==> config.mk <==
export PLATFORM = sky130hd
export DESIGN_NAME = mux_pipe_stage
export DESIGN_NICKNAME = d
export VERILOG_FILES = /design/src/rtl/mux_pipe_stage.sv
export SDC_FILE = /design/constraint.sdc
export NUM_CORES = 1
export LEC_CHECK = 0
export ABC_AREA = 1
export CAP_MARGIN = 20
export CELL_PAD_IN_SITES_DETAIL_PLACEMENT = 1
export CELL_PAD_IN_SITES_GLOBAL_PLACEMENT = 1
export CORE_MARGIN = 2
export CORE_UTILIZATION = 26
export CTS_CLUSTER_SIZE = 14
export DETAILED_ROUTE_END_ITERATION = 10
export GPL_ROUTABILITY_DRIVEN = 0
export PLACE_DENSITY = 0.85
export SLEW_MARGIN = 20
export SYNTH_ARGS = -nofsm -noshare
export SYNTH_HDL_FRONTEND = slang
export SYNTH_SLANG_ARGS = --single-unit
==> constraint.sdc <==
create_clock -name clk -period 1.4 [get_ports clk]
set_input_delay 0.42 -clock clk [delete_from_list [all_inputs] [get_ports clk]]
set_output_delay 0.42 -clock clk [all_outputs]
set_load 0.1 [all_outputs]
==> src/rtl/mux_pipe_stage.sv <==
// N-way channel select feeding a registered output stage with valid/ready handshake.
// A one-entry skid register absorbs the accept that lands while the output is stalled.
module mux_pipe_stage #(
   parameter  int WIDTH = 5,
   parameter  int N     = 4,
   localparam int SEL_W = $clog2(N)
) (
   input  logic                 clk,
   input  logic                 rst_n,
   input  logic [N*WIDTH-1:0]   in_data,
   input  logic [SEL_W-1:0]     in_sel,
   input  logic                 in_valid,
   output logic                 in_ready,
   input  logic                 flush,
   output logic [WIDTH-1:0]     out_data,
   output logic                 out_err,
   output logic                 out_valid,
   input  logic                 out_ready
);

   logic             sel_ok;
   logic [WIDTH-1:0] sel_data;
   logic             accept;

   logic [WIDTH-1:0] main_data;
   logic             main_err;
   logic             main_valid;
   logic [WIDTH-1:0] skid_data;
   logic             skid_err;
   logic             skid_valid;

   // With a power-of-two channel count every select code is legal.
   if (N == (1 << SEL_W)) begin : g_pow2
      assign sel_ok = 1'b1;
   end else begin : g_npow2
      assign sel_ok = (32'(in_sel) < N);
   end

   // No channel matches an illegal select, so the data falls through as zero.
   always_comb begin
      sel_data = '0;
      for (int i = 0; i < N; i++) begin
         if (32'(in_sel) == i) begin
            sel_data = in_data[i*WIDTH +: WIDTH];
         end
      end
   end

   assign in_ready = rst_n & ~skid_valid;
   assign accept   = in_valid & in_ready;

   always_ff @(posedge clk) begin
      if (!rst_n) begin
         main_valid <= 1'b0;
         main_data  <= '0;
         main_err   <= 1'b0;
         skid_valid <= 1'b0;
         skid_data  <= '0;
         skid_err   <= 1'b0;
      end else if (flush) begin
         main_valid <= 1'b0;
         skid_valid <= 1'b0;
      end else if (!main_valid || out_ready) begin
         if (skid_valid) begin
            main_data  <= skid_data;
            main_err   <= skid_err;
            main_valid <= 1'b1;
            skid_valid <= accept;
            if (accept) begin
               skid_data <= sel_data;
               skid_err  <= ~sel_ok;
            end
         end else if (accept) begin
            main_data  <= sel_data;
            main_err   <= ~sel_ok;
            main_valid <= 1'b1;
         end else begin
            main_valid <= 1'b0;
         end
      end else if (accept) begin
         skid_data  <= sel_data;
         skid_err   <= ~sel_ok;
         skid_valid <= 1'b1;
      end
   end

   assign out_data  = main_data;
   assign out_err   = main_err;
   assign out_valid = main_valid;

endmodule
==> results of run 1 <==
[flip-flops by register name, summed over array words and instances (netlist names)]
register and cells:
out_valid 1, out_data 5, skid_valid 1, skid_data 5
[synth_stat cells, types with 2 or more instances]
library cell	number	share of area (%)
nor2_1	12	5.9
nor2_2	2	1.7
buf_4	2	2.0
o21ai_1	4	2.6
nand3_1	17	11
a21oi_1	10	6.6
inv_1	12	5.9
nand2_1	25	12
o21ai_0	5	3.3
buf_2	2	1.3
or2_1	4	3.3
inv_2	2	0.99
dfxtp_1	12	32
[cells by family after synthesis]
group           after synthesis  synth area share, %
simple gates                 64                 41.2
buf+inv                      21                 12.9
compound gates               20                 13.7
flops                        12                 31.7
other cells                   1                0.495
[metrics by stage]
step | power (W) | setup TNS, ns
finish | 0.000974 | 0
global route | 0.00102 | -0.000322
CTS | 0.000982 | -0.00882
detailed placement | 0.000695 | -5.00
global placement | 0.000684 | -4.26
floorplan | 0.000533 | -0.0710
[where the power goes]
part	internal (W)	leakage (nW)	switching, W
registers	0.000348	0.0990	0.00000939
logic	0.000150	0.535	0.000178
clock network	0.000158	0.0210	0.000131
[placed cells by master (no fill, tap or decap), types with 2 or more instances in the layout]
| cell type | n |
|---|---|
| a21oi_1 | 10 |
| dfxtp_4 | 2 |
| nand2_1 | 24 |
| buf_12 | 7 |
| inv_1 | 12 |
| buf_6 | 2 |
| clkbuf_4 | 3 |
| dfxtp_1 | 10 |
| o21ai_0 | 4 |
| dlymetal6s2s_1 | 2 |
| o21ai_1 | 5 |
| nand3_2 | 2 |
| or2_1 | 4 |
| dlygate4sd2_1 | 2 |
| buf_4 | 13 |
| nand3_1 | 16 |
| nor2_1 | 12 |
| clkdlybuf4s50_1 | 21 |
[metal layers]
metal  vias to the layer above  GRT usage (%)  share of wire [%]
li1                        470              -                  -
met1                       442           18.1                 39
met2                        17           33.8                 56
met3                         7           4.24                3.2
met4                         0           6.31                1.8
met5                         -              0                  0
[worst max path at each step]
stage,start,end,slack [ns],cells past startpoint
4_1_cts,skid_valid,in_ready,-0.009,2
5_1_grt,skid_valid,in_ready,-0.0003,2
6_report,skid_valid,in_ready,0.03,2
3_5_place_dp,in_sel[1],skid_data[3],-0.45,6
3_3_place_gp,rst_n,out_data[4],-0.38,8
2_1_floorplan,rst_n,skid_data[0],-0.02,5
[cell type report]
cell class / instances / share of cell area (%)
Timing Repair Buffer: 47 / 38.2
Inverter: 16 / 5.50
Sequential cell: 12 / 18.5
Multi-Input combinational cell: 85 / 32.2
Clock buffer: 4 / 2.71
Tap cell: 31 / 2.89
[worst min-delay path, delay by kind of cell]
kind                   cells  cell delay [ns]
AOI/OAI and AO/OA          1             0.07
buffers and inverters      1             0.16
and+or+nand+nor            1             0.12
[what timing repair did]
action | CTS | global route
resized for setup | 8 | 6
endpoints found under the setup margin | 11 | 11
buffers inserted | 1 | 1
pin swaps | 2 | 5
==> impl_metrics.yaml, run 1 <==
critical_path:
  critical-path-max-stage-delay_ns: 0.37
  setup.worst_path.start_class: "flop"
  worst-path-max-fanout: 4
  worstPathBufferInverterCount: 1
  arrival_ns: 0.95
  critical_path_class: "flop to output pin"
  reg2reg_slack_ns: 0.18
  critPathSlowestCell: "dfxtp_4"
  top_family_by_delay_on_critical_path: "flip-flops"
  r2r.worst_path.cells: 6
  end_kind: "output pin"
  crit_path_cell_chain: "nor2_4 > buf_12"
  critical_path_required_ns: 0.98
  worstReg2RegEnd: "skid_data[1]"
  regToRegStartpoint: "skid_valid"
floorplanning:
  design.core.area_sq_mm: 0.00276
  die_w_microns: 58.0
  std_cell_rows: 19
  die_area_sq_mm: 0.00336
  io_pins: 35
  dieHeight_microns: 58.0
  floorplan.initialDensity_pct: 27.5
place:
  placement.setup.worst_slack_ns: -0.446
  detailedPlacementHpwl_microns: 2100
  placed_area_sq_mm: 0.00128
  place_inst: 189
  io_buffers: 33
global_routing:
  grt_first_pass_wirelength_microns: 4460
  overflow: 0
  grt_start_max_net_pins: 11
  first_global_vias: 1022
  grt_use_total_pct: 17.5
  grt_antenna_before_repair: 0
sta:
  setup_viol: 0
  layout_worst_path_cycle_share_pct: 97.6
  slew_violations: 0
  clock_skew_ns: 0.00116
  clock.fmax_mhz: 732
  fin_ws_ns: 0.0335
  holdWs_ns: 0.515
  hold_viol: 0
  final.min_clock_period_ns: 1.37
finish:
  antenna_diode_count: 0
  design_area_sq_mm: 0.00134
  post_layout_nonfiller_instances: 195
  fillers: 350
  final_nets: 192
  seq_area_sq_um: 248
  drive_above_1_share_pct: 23.8
  final_core_util_pct: 48.6
  multi_input_area_sq_um: 432
  area_growth_syn_to_layout_pct: 77.2
flow_run:
  max_cap_viol_count: 0
clocking:
  numCtsBuffers: 3
  tritoncts: "yes"
  root_buffer: "clkbuf_4"
  holdBufCountCts: 0
  clk_pin_slew_worst_paths_ns: 0.08
  h_tree_level_count: 1
  clock_sink_count: 12
  worstSkewPairLatency_ns: 0.28
  clock_path_buffers: 2
yosys:
  synth_fp_nets: 145
  post_synthesis_instance_area_sq_um: 757
  post_synth_num_cell_types: 22
  syn_area_per_cell_sq_um: 6.42
  yosysWarningCount: 0
  post_synthesis_sequential_area_ratio_pct: 31.7
  synth-edff-count: 0
  postSynth.asyncResetShare_pct: 0
  leading_register_cell_type_out_of_synthesis: "dfxtp_1"
  postSynthCellCount: 118
  ys_seq_elements: 12
routing:
  avgViaCountPerCell: 4.80
  detailed_router_iteration_count_before_antenna_repair: 4
  drt.antenna.violating_nets: 0
  drt_first_iter_violations: 5
  drc: 0
  vias: 936
  detail_route.wl_per_cell_microns: 13.5
  wl_microns: 2620
power_and_ir_drop:
  vdd.ir_drop.worst_mv: 0.536
  leakagePower_nw: 0.655
  power_per_cell_area_mw_per_mm2: 726
hold_path:
  worst_hold_path.endpoint: "skid_valid"
  whs_path_depth: 3
  hold_start: "in_valid"
  timing.hold.worst.class: "primary input to flop"
status:
  run_status: "completed"
No activity file was read; power rests on OpenSTA's default activity.
==> run 2: changes to the inputs <==
--- a/config.mk
+++ b/config.mk
@@ -14,7 +14,7 @@
 export CTS_CLUSTER_SIZE = 14
 export DETAILED_ROUTE_END_ITERATION = 10
 export GPL_ROUTABILITY_DRIVEN = 0
-export PLACE_DENSITY = 0.85
+export PLACE_DENSITY = 0.74
 export SLEW_MARGIN = 20
 export SYNTH_ARGS = -nofsm -noshare
 export SYNTH_HDL_FRONTEND = slang
==> run 2 against run 1 <==
Effect of this change: final cell count is 1.5% higher; sequential power hardly changed; utilization is 0.77 points higher; maximum frequency is 1.7% lower; cell area is 1.6% higher; worst setup slack worse by 0.023 ns; global-route usage is 0.42 points lower; critical endpoint unchanged.
==> impl_metrics.yaml, run 2 (same netlist as run 1, synthesis figures left out) <==
hold_path:
  worst_hold_path.endpoint: "skid_data[1]"
  hold_start: "skid_data[1]"
  timing.hold.worst.class: "flop to flop"
  whs_path_depth: 2
sta:
  holdWs_ns: 0.522
  slew_violations: 0
  setup_viol: 0
  clock_skew_ns: 0.00641
  layout_worst_path_cycle_share_pct: 99.3
  grt_setup_unrepaired: "true"
  clock.fmax_mhz: 720
  final.min_clock_period_ns: 1.39
  hold_viol: 0
floorplanning:
  die_w_microns: 58.0
  design.core.area_sq_mm: 0.00276
  io_pins: 35
  floorplan.initialDensity_pct: 27.5
  die_area_sq_mm: 0.00336
  dieHeight_microns: 58.0
  std_cell_rows: 19
finish:
  area_growth_syn_to_layout_pct: 80.0
  mostFrequentLayoutCell: "nand2_1"
  layout.cells.most_common_list: "25 x nand2_1, 23 x clkdlybuf4s50_1, 16 x nand3_1"
  final_nets: 195
  drive_above_1_share_pct: 24.6
  post_layout_nonfiller_instances: 198
  antenna_diode_count: 0
  final_core_util_pct: 49.4
clocking:
  tritoncts: "yes"
  clk_pin_slew_worst_paths_ns: 0.08
  clock_sink_count: 12
  root_buffer: "clkbuf_4"
  clock_path_buffers: 2
  holdBufCountCts: 0
  numCtsBuffers: 3
  h_tree_level_count: 1
  worstSkewPairLatency_ns: 0.29
routing:
  drt.antenna.violating_nets: 0
  drt_first_iter_violations: 4
  drc: 0
  detailed_router_iteration_count_before_antenna_repair: 3
  vias: 924
  detail_route.wl_per_cell_microns: 12.4
  avgViaCountPerCell: 4.67
  wl_microns: 2450
power_and_ir_drop:
  total_power_w: 0.000986
  vdd.ir_drop.worst_mv: 0.739
  leakagePower_nw: 0.654
  power_per_cell_area_mw_per_mm2: 724
flow_run:
  max_cap_viol_count: 0
critical_path:
  worstReg2RegEnd: "skid_data[3]"
  critical_path_class: "primary input to output pin"
  arrival_ns: 0.97
  r2r.worst_path.cells: 6
  reg2reg_slack_ns: 0.20
  end_kind: "output pin"
  regToRegStartpoint: "skid_valid"
  critical_path_required_ns: 0.98
  setup.worst_path.start_class: "primary input"
  worst-path-max-fanout: 2
global_routing:
  overflow: 0
  grt_antenna_before_repair: 0
  grt_use_total_pct: 17.1
  first_global_vias: 959
  grt_first_pass_wirelength_microns: 4300
  grt_start_max_net_pins: 11
status:
  run_status: "completed"
place:
  io_buffers: 33
  detailedPlacementHpwl_microns: 1960
  place_inst: 191
[run 2: cell types whose count changed in the layout (fill, tap and decap cells not counted), sizes merged]
cell / before / now
buf: 22 / 25
clkdlybuf4s50: 21 / 23
dlymetal6s2s: 2 / 0
[run 2: repair_timing]
action                                  CTS  global route
setup buffers                             3             0
pin swaps                                 1             2
endpoints found under the setup margin   11             2
resized for setup                         9             0
[run 2: layer usage]
| layer | part of all wire (%) | global-route usage [%] |
|---|---|---|
| met5 | 0 | 0 |
| met4 | 1.8 | 5.98 |
| met3 | 3.4 | 4.91 |
| met2 | 50 | 30.2 |
| met1 | 45 | 19.6 |
[run 2: power breakdown]
part	switching [W]	internal (W)
Combinational	0.000177	0.000158
Clock	0.000136	0.000158
Sequential	0.00000944	0.000348
Total	0.000322	0.000664
[run 2: how the worst max path moves through the flow]
stage	startpoint	end	slack (ns)	cells after the start
after global routing	skid_valid	in_ready	-0.02	2
after detailed placement	rst_n	skid_data[4]	-0.42	8
after CTS	skid_valid	in_ready	-0.009	2
final	rst_n	in_ready	0.01	5
after floorplan	rst_n	skid_data[0]	-0.02	5
after global placement	rst_n	in_ready	-0.39	5
[run 2: cell type report]
class,count,area (sq um)
Inverter,16,73.8
Clock buffer,4,36.3
Fill cell,350,1400
Timing Repair Buffer,50,537
Multi-Input combinational cell,85,429
Tap cell,31,38.8
Sequential cell,12,248
[run 2: per-stage QoR]
stage                TNS, ns  setup WS (ns)  area [sq um]
floorplan            -0.0710        -0.0179           783
global placement       -4.15         -0.393          1300
detailed placement     -4.64         -0.421          1300
CTS                 -0.00865       -0.00865          1360
global route         -0.0161        -0.0161          1360
finish                     0         0.0103          1360
[run 2: worst max-delay path: stages]
cell,delay [ns]
buf_2,0.09
buf_6,0.12
inv_12,0.03
nor2_4,0.13
buf_12,0.18
==> run 3: changes to the inputs <==
--- a/config.mk
+++ b/config.mk
@@ -5,12 +5,11 @@
 export SDC_FILE = /design/constraint.sdc
 export NUM_CORES = 1
 export LEC_CHECK = 0
-export ABC_AREA = 1
 export CAP_MARGIN = 20
 export CELL_PAD_IN_SITES_DETAIL_PLACEMENT = 1
 export CELL_PAD_IN_SITES_GLOBAL_PLACEMENT = 1
 export CORE_MARGIN = 2
-export CORE_UTILIZATION = 26
+export CORE_UTILIZATION = 27
 export CTS_CLUSTER_SIZE = 14
 export DETAILED_ROUTE_END_ITERATION = 10
 export GPL_ROUTABILITY_DRIVEN = 0
@@ -19,3 +18,4 @@
 export SYNTH_ARGS = -nofsm -noshare
 export SYNTH_HDL_FRONTEND = slang
 export SYNTH_SLANG_ARGS = --single-unit
+export TNS_END_PERCENT = 10
==> run 3 against run 2 <==
Effect of this change: area after synthesis fell by 17%; die area fell by 18%; critical endpoint is now out_data[3]; highest routed layer unchanged; largest cell class unchanged; critical path depth fell by 1; sequential power rose by 2%; largest power group unchanged; cell area fell by 12%; utilization rose by 4.9 points; first-iteration DRC count fell by 50%; register-to-register slack improved by 0.03 ns; the flow now finishes with violations (setup timing).
==> impl_metrics.yaml, run 3 <==
yosys:
  post-synth-top-area-cell: "dfxtp_1"
  yosysWarningCount: 0
  post_synthesis_instance_area_sq_um: 631
  ys_seq_elements: 12
  synth-edff-count: 0
  post_synth_num_cell_types: 17
  postSynthCellCount: 55
  top_cells_by_instance_count_after_synthesis: "12 x dfxtp_1, 6 x a211oi_1"
  synth_fp_nets: 82
  synth.top_cells.by_area: "dfxtp_1 38%, mux4_2 18%, mux2i_1 7.9%"
  syn_area_per_cell_sq_um: 11.5
  postSynth.asyncResetShare_pct: 0
  leading_register_cell_type_out_of_synthesis: "dfxtp_1"
  post_synthesis_sequential_area_ratio_pct: 38.1
  synth.top_cell.area_share_pct: 38.1
  synthMostInstantiatedCell: "dfxtp_1"
global_routing:
  grt_use_total_pct: 16.3
  grt_start_max_net_pins: 8
  overflow: 0
  grt_first_pass_wirelength_microns: 3060
  grt_antenna_before_repair: 0
  first_global_vias: 700
finish:
  multi_input_area_sq_um: 398
  drive_above_1_share_pct: 38.8
  fillers: 243
  layout.cells.most_common_list: "14 x clkdlybuf4s50_1, 10 x dfxtp_1, 9 x dlygate4sd2_1"
  antenna_diode_count: 0
  design_area_sq_mm: 0.00120
  final_nets: 126
  seq_area_sq_um: 245
  mostFrequentLayoutCell: "clkdlybuf4s50_1"
  area_growth_syn_to_layout_pct: 90.5
  final_core_util_pct: 54.3
  post_layout_nonfiller_instances: 126
critical_path:
  top_family_by_delay_on_critical_path: "multiplexers"
  setup.worst_path.start_class: "primary input"
  critical_path_required_ns: 1.56
  end_kind: "flop"
  r2r.worst_path.cells: 3
  cp.depth: 4
  critPathSlowestCell: "mux4_2"
  worstPathBufferInverterCount: 1
  crit_path_cell_chain: "clkdlybuf4s50_1 > mux4_2 > mux2i_1 > a211oi_1"
  arrival_ns: 1.57
  worst-path-max-fanout: 2
  critical-path-max-stage-delay_ns: 0.50
  critical_path_class: "primary input to flop"
flow_run:
  max_cap_viol_count: 0
hold_path:
  timing.hold.worst.class: "flop to flop"
  whs_path_depth: 1
floorplanning:
  floorplan.initialDensity_pct: 28.5
  die_w_microns: 52.3
  dieHeight_microns: 52.3
  io_pins: 35
  std_cell_rows: 17
  design.core.area_sq_mm: 0.00221
  die_area_sq_mm: 0.00274
clocking:
  tritoncts: "yes"
  numCtsBuffers: 3
  worstSkewPairLatency_ns: 0.27
  clk_pin_slew_worst_paths_ns: 0.07
  root_buffer: "clkbuf_4"
  h_tree_level_count: 1
  cts_setup_buffers: 0
  clock_sink_count: 12
  clock_path_buffers: 2
sta:
  slew_violations: 0
  setup_viol: 1
  grt_setup_unrepaired: "true"
  fin_ws_ns: -0.00678
  hold_viol: 0
  final.min_clock_period_ns: 1.41
  clock_skew_ns: 0.00408
  layout_worst_path_cycle_share_pct: 100
  clock.fmax_mhz: 711
  final.setup.tns_ns: -0.00678
routing:
  avgViaCountPerCell: 5.06
  drt_first_iter_violations: 2
  drc: 0
  drt.antenna.violating_nets: 0
  detailed_router_iteration_count_before_antenna_repair: 3
  wl_microns: 1820
  vias: 638
  detail_route.wl_per_cell_microns: 14.5
place:
  placed_area_sq_mm: 0.00113
  place_inst: 122
  detailedPlacementHpwl_microns: 1650
  io_buffers: 33
power_and_ir_drop:
  power_per_cell_area_mw_per_mm2: 793
  vdd.ir_drop.worst_mv: 0.426
  total_power_w: 0.000953
  leakagePower_nw: 0.482
status:
  violations: "setup timing"
  run_status: "finished, violations left"
## run 3: area by class of cell
type / count / share of cell area (%)
repair buffers: 43 / 39.9
multi-input cells: 37 / 33.1
flip-flops and latches: 12 / 20.4
clock buffers: 4 / 3.02
well taps: 28 / 2.92
inverters: 2 / 0.625
## run 3: per-layer routing
layer | up-vias | GRT usage, % | routed length (microns)
met3 | 5 | 3.43 | 118
li1 | 305 | - | -
met1 | 294 | 14.0 | 595
met5 | - | 0 | 0
met4 | 0 | 10.3 | 48
met2 | 34 | 32.9 | 1060
## run 3: through the flow
stage	setup slack, ns	hold WS [ns]
2_1_floorplan	-0.0141	0.449
3_3_place_gp	-0.501	0.462
3_5_place_dp	-0.581	0.468
6_report	-0.00678	0.483
4_1_cts	-0.0151	0.487
5_1_grt	-0.0463	0.499
## run 3: logic make-up (layout without fill, tap and decap cells)
family / Yosys count / after routing / share of synthesized area (%)
AND/OR/NAND/NOR: 8 / 8 / 7.14
multiplexers: 10 / 10 / 25.8
flip-flops: 12 / 12 / 38.1
AO/OA/AOI/OAI: 18 / 18 / 21.6
other: 1 / 1 / 0.595
buffers and inverters: 6 / 49 / 6.75
## run 3: path summary, 6_finish.rpt
path	startpoint	end	slack [ns]
worst max-delay path	in_data[18]	out_data[3]	-0.007
worst min register to register	skid_data[4]	skid_data[4]	0.48
worst min-delay path	skid_data[4]	skid_data[4]	0.48
worst max register to register	skid_valid	skid_data[0]	0.23
## run 3: power by group
part / switching, W / internal [W] / total (W)
combinational: 0.000160 / 0.000160 / 0.000321
clock: 0.000111 / 0.000158 / 0.000269
sequential: 0.0000122 / 0.000351 / 0.000363
total: 0.000284 / 0.000669 / 0.000953
## run 3: repair_timing
action | CTS | global route
hold buffers | 0 | 0
setup endpoints to repair | 11 | 11
gates resized for setup | 22 | 4
pin swaps | 4 | 2
endpoints found under the hold margin | 0 | 0
## run 3: worst register-to-register path, stage by stage, from the launching register on
cell and delay (ns):
dfxtp_2 0.36, nand2b_1 0.16, o31a_1 0.31, a22o_1 0.24
